[src/rtl/button_debounce_if.sv]
// rtl/button_debounce_if.sv - button debouncer sample/level bundle
// Grouped sampling inputs and debounced outputs shared by the debouncer and its driver.
interface button_debounce_if #(
  parameter int N_BTN = 5
);
  logic             clk_deb;
  logic [N_BTN-1:0] btn_in;
  logic [N_BTN-1:0] btn_state;
  logic [N_BTN-1:0] btn_press;
  logic [N_BTN-1:0] btn_release;
  logic             sample_tick;

  modport master (
    output clk_deb,
    output btn_in,
    input  btn_state,
    input  btn_press,
    input  btn_release,
    input  sample_tick
  );

  modport slave (
    input  clk_deb,
    input  btn_in,
    output btn_state,
    output btn_press,
    output btn_release,
    output sample_tick
  );
endinterface

[src/rtl/button_debounce.sv]
// rtl/button_debounce.sv - multi-channel push-button debouncer
// Samples synchronized buttons on each clk_deb rising edge and accepts a level after STABLE_CNT agreeing samples.
module button_debounce #(
  parameter int N_BTN      = 5,
  parameter int STABLE_CNT = 4
) (
  input  logic             clk,
  input  logic             rst,
  button_debounce_if.slave deb
);
  localparam int            CW       = $clog2(STABLE_CNT + 1);
  localparam logic [CW-1:0] CNT_LAST = CW'(STABLE_CNT - 1);

  logic [N_BTN-1:0] btn_meta_q;
  logic [N_BTN-1:0] btn_sync_q;
  logic             deb_meta_q;
  logic             deb_sync_q;
  logic             deb_hist_q;
  logic             tick_q;
  logic             tick_d;
  logic [N_BTN-1:0] state_q;
  logic [N_BTN-1:0] state_d;
  logic [N_BTN-1:0] press_q;
  logic [N_BTN-1:0] press_d;
  logic [N_BTN-1:0] release_q;
  logic [N_BTN-1:0] release_d;
  logic [CW-1:0]    cnt_q [N_BTN];
  logic [CW-1:0]    cnt_d [N_BTN];

  // clk_deb is only data here: a rising edge seen after synchronization becomes a one-clk strobe
  assign tick_d = deb_sync_q & ~deb_hist_q;

  always_comb begin
    state_d   = state_q;
    press_d   = '0;
    release_d = '0;
    for (int i = 0; i < N_BTN; i++) begin
      cnt_d[i] = cnt_q[i];
      if (tick_q) begin
        if (btn_sync_q[i] == state_q[i]) begin
          cnt_d[i] = '0;
        end else if (cnt_q[i] == CNT_LAST) begin
          cnt_d[i]     = '0;
          state_d[i]   = btn_sync_q[i];
          press_d[i]   = btn_sync_q[i];
          release_d[i] = ~btn_sync_q[i];
        end else begin
          cnt_d[i] = cnt_q[i] + 1'b1;
        end
      end
    end
  end

  always_ff @(posedge clk) begin
    if (rst) begin
      btn_meta_q <= '0;
      btn_sync_q <= '0;
      deb_meta_q <= 1'b0;
      deb_sync_q <= 1'b0;
      deb_hist_q <= 1'b0;
      tick_q     <= 1'b0;
      state_q    <= '0;
      press_q    <= '0;
      release_q  <= '0;
      for (int i = 0; i < N_BTN; i++) begin
        cnt_q[i] <= '0;
      end
    end else begin
      btn_meta_q <= deb.btn_in;
      btn_sync_q <= btn_meta_q;
      deb_meta_q <= deb.clk_deb;
      deb_sync_q <= deb_meta_q;
      deb_hist_q <= deb_sync_q;
      tick_q     <= tick_d;
      state_q    <= state_d;
      press_q    <= press_d;
      release_q  <= release_d;
      for (int i = 0; i < N_BTN; i++) begin
        cnt_q[i] <= cnt_d[i];
      end
    end
  end

  assign deb.btn_state   = state_q;
  assign deb.btn_press   = press_q;
  assign deb.btn_release = release_q;
  assign deb.sample_tick = tick_q;
endmodule

[src/flat_wrapper.sv]
// flat-port wrapper written by rule: the top's interface ports become plain ports
module button_debounce_flat 
#(
  parameter int N_BTN      = 5,
  parameter int STABLE_CNT = 4
)
  (clk, rst, deb_clk_deb, deb_btn_in, deb_btn_state, deb_btn_press, deb_btn_release, deb_sample_tick);
  button_debounce_if #(.N_BTN(N_BTN)) deb_i ();
  input  logic clk;
  input  logic rst;
  input wire logic [$bits(deb_i.clk_deb)-1:0] deb_clk_deb;
  input wire logic [$bits(deb_i.btn_in)-1:0] deb_btn_in;
  output wire logic [$bits(deb_i.btn_state)-1:0] deb_btn_state;
  output wire logic [$bits(deb_i.btn_press)-1:0] deb_btn_press;
  output wire logic [$bits(deb_i.btn_release)-1:0] deb_btn_release;
  output wire logic [$bits(deb_i.sample_tick)-1:0] deb_sample_tick;
  assign deb_i.clk_deb = deb_clk_deb;
  assign deb_i.btn_in = deb_btn_in;
  assign deb_btn_state = deb_i.btn_state;
  assign deb_btn_press = deb_i.btn_press;
  assign deb_btn_release = deb_i.btn_release;
  assign deb_sample_tick = deb_i.sample_tick;
  button_debounce #(.N_BTN(N_BTN), .STABLE_CNT(STABLE_CNT)) u_core (.clk(clk), .rst(rst), .deb(deb_i));
endmodule
[config.mk]
export PLATFORM = sky130hd
export DESIGN_NAME = button_debounce_flat
export DESIGN_NICKNAME = d
export VERILOG_FILES = /design/src/rtl/button_debounce_if.sv /design/src/rtl/button_debounce.sv /design/src/flat_wrapper.sv
export SDC_FILE = /design/constraint.sdc
export NUM_CORES = 1
export LEC_CHECK = 0
export ABC_AREA = 1
export CELL_PAD_IN_SITES_DETAIL_PLACEMENT = 0
export CELL_PAD_IN_SITES_GLOBAL_PLACEMENT = 1
export CORE_UTILIZATION = 38
export DETAILED_ROUTE_END_ITERATION = 6
export PLACE_DENSITY = 0.76
export SYNTH_ARGS = -nofsm -noshare
export SYNTH_HDL_FRONTEND = slang
export SYNTH_SLANG_ARGS = --single-unit
[constraint.sdc]
create_clock -name clk -period 1.3 [get_ports clk]
set_input_delay 0.26 -clock clk [delete_from_list [all_inputs] [get_ports clk]]
set_output_delay 0.26 -clock clk [all_outputs]
set_load 0.01 [all_outputs]
# --- After elaboration in Yosys (flattened, before gate mapping) ---
# Memory sizes are Yosys's and may differ from the RTL's.
# Cells that the tools add are included.
# Widths: inputs -> output; s select.
op_classes:
  bitwise_logic: 23
  multipliers: 0
  magnitude_cmp: 0
  n_eq_ne: 10
  n_reduce_logical: 10
  div: 0
  shifts: 0
  add_sub_neg: 5
  mux: 23
op_table:
  columns: ["operator", "count"]
  rows:
  - ["$mux 3", 20]
  - ["$reduce_or 4->1", 5]
  - ["$not 1->1", 17]
  - ["$add 3x1->3 const B", 5]
  - ["$eq 3x2->1 const B", 5]
  - ["$reduce_and 3->1", 5]
  - ["$eq 1x1->1", 5]
  - ["$or 1x1->1", 5]
  - ["$mux 1", 3]
  - ["$and 1x1->1", 1]
word_totals:
  romBits: 0
  n_memories: 1
  reg_bits: 29
  latch_bits: 0
  ramBits: 15
  input_bits: 8
  out_inout_bits: 16
memory_table:
  columns: ["memory", "words", "word_bits", "read_ports", "rd_clocked_by_memory_dff", "wr", "line", "rtl"]
  rows:
  - ["u_core.cnt_q", 5, 3, 5, 0, 5, "button_debounce.sv:27", "logic [CW-1:0] cnt_q [N_BTN];"]

# --- Logic depth before layout (Yosys ltp) ---
# Gate-level depths: netlist (run 1).
depth:
  word_depth: 5
  depth_mapped: 6

# --- Worst setup path after synthesis (run 1) ---
# OpenSTA, ideal clock, no wires.
synth_path:
  path_type: "reg-to-reg"
  startpoint: "reg u_core.tick_q (netlist: u_core.deb.sample_tick)"
  endpoint: "mem u_core.cnt_q[0][6] (netlist bit)"
  setup_time_ns: 0.070
  synth_period_minus_slack_ns: 0.992
  slack_ns: 0.308
  t_arrival_ns: 0.922
  stages_incl_launch_ff: 6
  cell_sequence: "dfxtp_1 inv_2 buf_6 nor2_2 nand3_1 a21oi_1"
synth_lines:
  columns: ["element", "line", "rtl"]
  rows:
  - ["start, declared", "button_debounce.sv:19", "logic tick_q;"]
  - ["start signal, assigned", "button_debounce.sv:74", "tick_q <= tick_d;"]
  - ["end, declared", "button_debounce.sv:27", null]

# --- Final worst setup path (run 1) ---
layout_path:
  startpoint: "reg u_core.state_q[3] (netlist: u_core.deb.btn_state[3])"
  endpoint: "out deb_btn_state[3]"
layout_lines:
  columns: ["element", "line", "rtl"]
  rows:
  - ["start, declared", "button_debounce.sv:21", "logic [N_BTN-1:0] state_q;"]
  - ["start signal, assigned", "button_debounce.sv:75", "state_q <= state_d;"]
  - ["end, declared", "flat_wrapper.sv:13", "output wire logic [$bits(deb_i.btn_state)-1:0] deb_btn_state;"]
# No word-level cell between the ends.

==> out/metrics.csv, run 1 <==
metric,value,unit
Skew-Pair Late Insertion Delay,0.29,ns
Root Driver,clkbuf_8,
CTS max path bufs,2,
Hold Path Origin,u_core.deb_hist_q,
P&R area growth vs syn,21.3,%
CP max-delay cell,dfxtp_1,
routed wire length,2670,um
# rows,23,
CP required,1.04,ns
Nets,253,
worst path arrival time,0.95,ns
Filler cells,420,
Detailed Place HPWL,1850,um
"Design Area, Final",0.00199,mm^2
"CTS clk-pin slew, worst paths",0.08,ns
Top Family by Delay on Critical Path,flip-flops,
register bit total from synthesis,44,
DR vias,1286,
Slew @ Worst Pin,0.290,ns
Post-Layout Cell Count,291,
Yosys warnings,0,
clk_skew,0.00227,ns
Pins Over Slew Limit,0,
internal power,1.84,mW
DR pass1 iterations,4,
Tightest Hold Check Type,reg -> reg,
gpl congestion,0.703,
placed cell count,283,
RSZ-0062 raised after global routing,false,
Setup TNS,0,ns
kind of critical path,reg -> out,
Final period util,92.9,%
"antenna viol nets, final",0,
placed cell area,0.00192,mm^2
kind of end point of the critical path,output pin,
Worst R2R Path Depth,6,
Worst slew margin,80.6,%
# diodes,0,
Hold Crit Endpoint,u_core.deb.sample_tick,
Port Buf Inserts,23,
setup repair bufs after CTS,0,
CTS H-Tree Depth,2,
hold depth,1,
max frequency,828,MHz
Synth Net Count,226,
worst path cell trace,dlygate4sd2_1,
Post-route DRC,0,
starting density of the core,40.2,%
area of the core,0.00409,mm^2
TritonCTS clock tree,yes,
max_cap viols,0,
library cells used by synthesis,16,
status,completed,
Post-Synthesis Cell Area,0.00164,mm^2
Iter 0 DRT Violations,73,
Sequential Power Share,59.3,%
pin count of the biggest net entering global routing,18,
routed vias/inst,4.42,
Final setup viols,0,
"worst slack, placed",-0.0222,ns
synth top area cells,"dfxtp_1 (54%), nand2_1 (12%), inv_1 (9.1%)",
first-pass GRT wire length,4670,um
die area,0.00459,mm^2
Worst R2R Setup Slack,0.16,ns
synthesized instance count,213,
Sw Ratio,20.9,%
multi-input gate area in the final layout,564,um^2
final setup margin,0.0927,ns
Combinational Power Share,4.2,%
antenna violations before repair,0,
post-synthesis sequential area ratio,53.7,%
biggest area consumer among synthesized cells,dfxtp_1,
global-route usage over all layers,14.2,%
post-synth top area share,53.7,%
Die X,67.7,um
Reg area,881,um^2
worst path bufs/invs,1,
Sink Count,44,
die height,67.7,um
R2R Path Start,u_core.deb.sample_tick,
wire length per cell,9.19,um
gr ovfl total,0,
clock group share of total power,36.5,%
Power Dens Cells,1170,mW/mm^2
minimum clock period,1.21,ns
cts bufs inserted,5,
layout cells sized above 1,5.81,%
Worst path max stage delay,0.38,ns
leakage,0.952,nW
cts hold-fix bufs,0,
Post-Syn Area per Cell,7.71,um^2
vias in the first global route,1102,
Reg-to-Reg End,u_core.deb.btn_state[1],
overall power,2.33,mW
CP Max Fanout,4,
Switch Pwr,487,uW
Peak VDD IR,0.000488,V
IO Pins,24,
Final Hold Fails,0,
Startpoint Class,flip-flop,
==> per-layer routing <==
layer | track usage (%) | vias up | wire, um
met4 | 7.18 | 0 | 29
met5 | 0 | - | 0
met1 | 17.4 | 551 | 1340
met2 | 21.3 | 27 | 1200
met3 | 5.57 | 2 | 109
li1 | - | 706 | -
==> synthesized netlist by cell type <==
library cell	instances
inv_2	2
o21ai_0	3
nor3_1	7
nor2_1	19
buf_6	1
nand2_1	51
inv_1	40
nor2_2	3
buf_2	4
a21oi_1	16
o21ai_1	1
nand4_1	4
nand3_1	12
buf_4	1
dfxtp_1	44
ha_1	5
==> cell families (layout without fill, tap and decap cells) <==
kind of cell               count (synthesis)  in the layout  share of synthesized area, %
and+or+nand+nor                           96             96                          24.5
DFF                                       44             44                          53.7
AOI/OAI and AO/OA                         20             20                          6.10
buffers and inverters                     48             76                          12.0
adders and majority gates                  5              5                          3.81
==> state kept, by name, indices dropped and copies added, names as in the netlist <==
| signal | flops |
|---|---|
| u_core.deb.btn_release | 5 |
| u_core.deb_meta_q | 1 |
| u_core.deb.btn_press | 5 |
| u_core.deb_hist_q | 1 |
| u_core.deb.sample_tick | 1 |
| u_core.btn_meta_q | 5 |
| u_core.deb_sync_q | 1 |
| u_core.deb.btn_state | 5 |
| u_core.cnt_q | 15 |
| u_core.btn_sync_q | 5 |
==> area by class of cell <==
type / instances / share of cell area, %
Multi-Input combinational cell: 121 / 28.3
Timing Repair Buffer: 26 / 11.7
Tap cell: 50 / 3.14
Inverter: 42 / 8.05
Clock buffer: 8 / 4.53
Sequential cell: 44 / 44.2
==> timing repair <==
item                       4_1_cts  5_1_grt
setup endpoints to repair       16        8
resized for setup               16        2
pin swaps                        0        0
==> power by group through the flow <==
| stage | registers [mW] | logic, mW | clock network (mW) |
|---|---|---|---|
| 6_report | 1.38 | 0.0977 | 0.852 |
| 5_1_grt | 1.38 | 0.113 | 0.954 |
| 4_1_cts | 1.38 | 0.0996 | 0.896 |
| 3_5_place_dp | 1.41 | 0.100 | 0 |
| 3_3_place_gp | 1.41 | 0.0980 | 0 |
| 2_1_floorplan | 1.41 | 0.0621 | 0 |
==> per-stage QoR <==
stage	utilization [%]	hold WS, ns
finish	48.7	0.392
detailed placement	46.9	0.387
floorplan	-	0.367
global route	48.7	0.403
CTS	48.7	0.399
global placement	46.9	0.388
==> worst max path at each step <==
| stage | startpoint | end | slack [ns] | cells after the start |
|---|---|---|---|---|
| CTS | u_core.deb.btn_state[3] | deb_btn_state[3] | 0.07 | 1 |
| global route | u_core.deb.sample_tick | u_core.deb.btn_state[3] | 0.01 | 6 |
| finish | u_core.deb.btn_state[3] | deb_btn_state[3] | 0.09 | 1 |
| floorplan | u_core.deb.sample_tick | u_core.cnt_q[0][6] | 0.31 | 5 |
| detailed placement | rst | u_core.deb.btn_state[4] | -0.02 | 4 |
| global placement | rst | u_core.deb.btn_state[4] | 0.0003 | 4 |
==> layout by cell type, fill, tap and decap left out <==
master | synthesis | routed
nand4_1 | 4 | 4
inv_4 | 0 | 1
dfxtp_1 | 44 | 44
inv_2 | 2 | 1
nor2_2 | 3 | 3
a21oi_1 | 16 | 16
ha_1 | 5 | 5
clkbuf_8 | 0 | 6
nor2_1 | 19 | 19
o21ai_1 | 1 | 1
clkdlybuf4s50_1 | 0 | 7
o21ai_0 | 3 | 3
nor3_1 | 7 | 7
nand2_1 | 51 | 51
dlygate4sd2_1 | 0 | 16
nand3_1 | 12 | 12
clkbuf_1 | 0 | 2
inv_1 | 40 | 40
buf_4 | 1 | 3
Note: power is estimated with default switching activity, not from simulation.
==> inputs of run 2 (changes only) <==
--- a/config.mk
+++ b/config.mk
@@ -8,8 +8,10 @@
 export ABC_AREA = 1
 export CELL_PAD_IN_SITES_DETAIL_PLACEMENT = 0
 export CELL_PAD_IN_SITES_GLOBAL_PLACEMENT = 1
+export CORE_MARGIN = 2
 export CORE_UTILIZATION = 38
 export DETAILED_ROUTE_END_ITERATION = 6
+export GPL_ROUTABILITY_DRIVEN = 1
 export PLACE_DENSITY = 0.76
 export SYNTH_ARGS = -nofsm -noshare
 export SYNTH_HDL_FRONTEND = slang
==> out/metrics.csv, run 2 (synthesized netlist as in run 1, its figures left out) <==
metric,value,unit,change
worst path bufs/invs,1,,unchanged
gpl congestion,0.743,,was 0.703
starting density of the core,40.2,%,unchanged
"CTS clk-pin slew, worst paths",0.08,ns,about the same
max_cap viols,0,,unchanged
clk_skew,0.00507,ns,was 0.00227 ns
Power Dens Cells,1280,mW/mm^2,was 1170 mW/mm^2
Detailed Place HPWL,1810,um,was 1850 um
vias in the first global route,1130,,was 1102
Pins Over Slew Limit,0,,unchanged
# rows,23,,unchanged
global-route usage over all layers,12.8,%,was 14.2%
pin count of the biggest net entering global routing,18,,unchanged
max frequency,813,MHz,was 828 MHz
Port Buf Inserts,23,,unchanged
Final period util,94.7,%,was 92.9%
gr ovfl total,0,,unchanged
CP required,1.04,ns,about the same
max reg flops,15,,unchanged
Nets,253,,unchanged
"Most flops, register",u_core.cnt_q,,unchanged
antenna violations before repair,0,,unchanged
Setup TNS,0,ns,unchanged
kind of critical path,reg -> out,,unchanged
Tightest Hold Check Type,reg -> reg,,unchanged
die area,0.00486,mm^2,was 0.00459 mm^2
Slew @ Worst Pin,0.293,ns,was 0.290 ns
CP Max Fanout,2,,was 4
# diodes,0,,unchanged
first-pass GRT wire length,4940,um,was 4670 um
"Design Area, Final",0.00204,mm^2,was 0.00199 mm^2
Sink Count,44,,unchanged
Iter 0 DRT Violations,31,,was 73
Top Family by Delay on Critical Path,flip-flops,,unchanged
Root Driver,clkbuf_8,,unchanged
status,completed,,unchanged
Startpoint Class,flip-flop,,unchanged
worst path arrival time,0.97,ns,was 0.95 ns
"antenna viol nets, final",0,,unchanged
cts bufs inserted,5,,unchanged
Worst slew margin,80.4,%,was 80.6%
worst path cell trace,dlygate4sd2_1,,unchanged
placed cell area,0.00193,mm^2,was 0.00192 mm^2
Final Hold Fails,0,,unchanged
Skew-Pair Late Insertion Delay,0.30,ns,was 0.29 ns
Worst path max stage delay,0.39,ns,was 0.38 ns
overall power,2.61,mW,was 2.33 mW
DR pass1 iterations,4,,unchanged
layout cells sized above 1,6.64,%,was 5.81%
die height,69.7,um,was 67.7 um
Final setup viols,0,,unchanged
TritonCTS clock tree,yes,,unchanged
DR vias,1255,,was 1286
CTS max path bufs,2,,unchanged
area of the core,0.00409,mm^2,unchanged
RSZ-0062 raised after global routing,false,,unchanged
wire length per cell,9.25,um,was 9.19 um
placed cell count,283,,unchanged
CP max-delay cell,dfxtp_1,,unchanged
P&R area growth vs syn,24.1,%,was 21.3%
cts hold-fix bufs,0,,unchanged
minimum clock period,1.23,ns,was 1.21 ns
routed wire length,2690,um,was 2670 um
Die X,69.7,um,was 67.7 um
kind of end point of the critical path,output pin,,unchanged
routed vias/inst,4.31,,was 4.42
leakage,0.973,nW,was 0.952 nW
most common library cell in the layout ignoring fill and taps,nand2_1,,unchanged
IO Pins,24,,unchanged
"commonest cells after routing, fill and taps aside","nand2_1 (51), dfxtp_1 (44), inv_1 (40), nor2_1 (19)",,unchanged
Peak VDD IR,0.000722,V,was 0.000488 V
Post-Layout Cell Count,291,,unchanged
Post-route DRC,0,,unchanged
CTS H-Tree Depth,2,,unchanged
[run 2: changes by cell type in the layout (fill, tap and decap cells not counted), sizes merged]
cell,delta
bufinv,+1
clkbuf,-1
[run 2: worst paths after layout]
check                                             from                      end  slack (ns)  depth (start not counted)
worst max-delay path            u_core.deb.sample_tick          deb_sample_tick        0.07                          1
worst min-delay path                 u_core.deb_hist_q   u_core.deb.sample_tick        0.39                          1
worst max register to register  u_core.deb.sample_tick  u_core.deb.btn_state[0]        0.13                          6
worst min register to register       u_core.deb_hist_q   u_core.deb.sample_tick        0.39                          1
[run 2: layout make-up]
cell class | count | area [um^2]
Fill cell | 420 | 2050
Sequential cell | 44 | 881
Multi-Input combinational cell | 121 | 564
Timing Repair Buffer | 26 | 245
Inverter | 42 | 158
Clock buffer | 7 | 96.3
Tap cell | 50 | 62.6
Clock inverter | 1 | 30.0
[run 2: timing repair]
action / 4_1_cts / 5_1_grt
gates resized for setup: 16 / 0
endpoints found under the setup margin: 16 / 0
buffers inserted: 0 / 0
[run 2: worst reg2reg max path: cells and delay by family, from the launching register on]
family | cells | cell delay [ns]
DFF | 1 | 0.39
and+or+nand+nor | 4 | 0.39
buffers and inverters | 2 | 0.29
[run 2: power breakdown]
group          internal (mW)  switching [mW]  leakage [nW]
combinational         0.0431          0.0557         0.551
clock                  0.678           0.452        0.0645
sequential              1.37          0.0125         0.357
[run 2: through the flow]
stage	utilization (%)	hold slack, ns	setup slack (ns)
6_report	49.8	0.389	0.0693
5_1_grt	49.8	0.407	0.00232
2_1_floorplan	-	0.367	0.308
3_3_place_gp	47.2	0.377	0.00558
3_5_place_dp	47.2	0.385	-0.0257
4_1_cts	49.8	0.391	0.0400
[run 2: layer usage]
layer,up-vias,GRT usage (%),part of all wire [%]
met5,-,0,0
met4,0,7.69,2.3
met3,6,4.07,4.6
met2,26,18.2,41
met1,522,17.0,52
li1,701,-,-
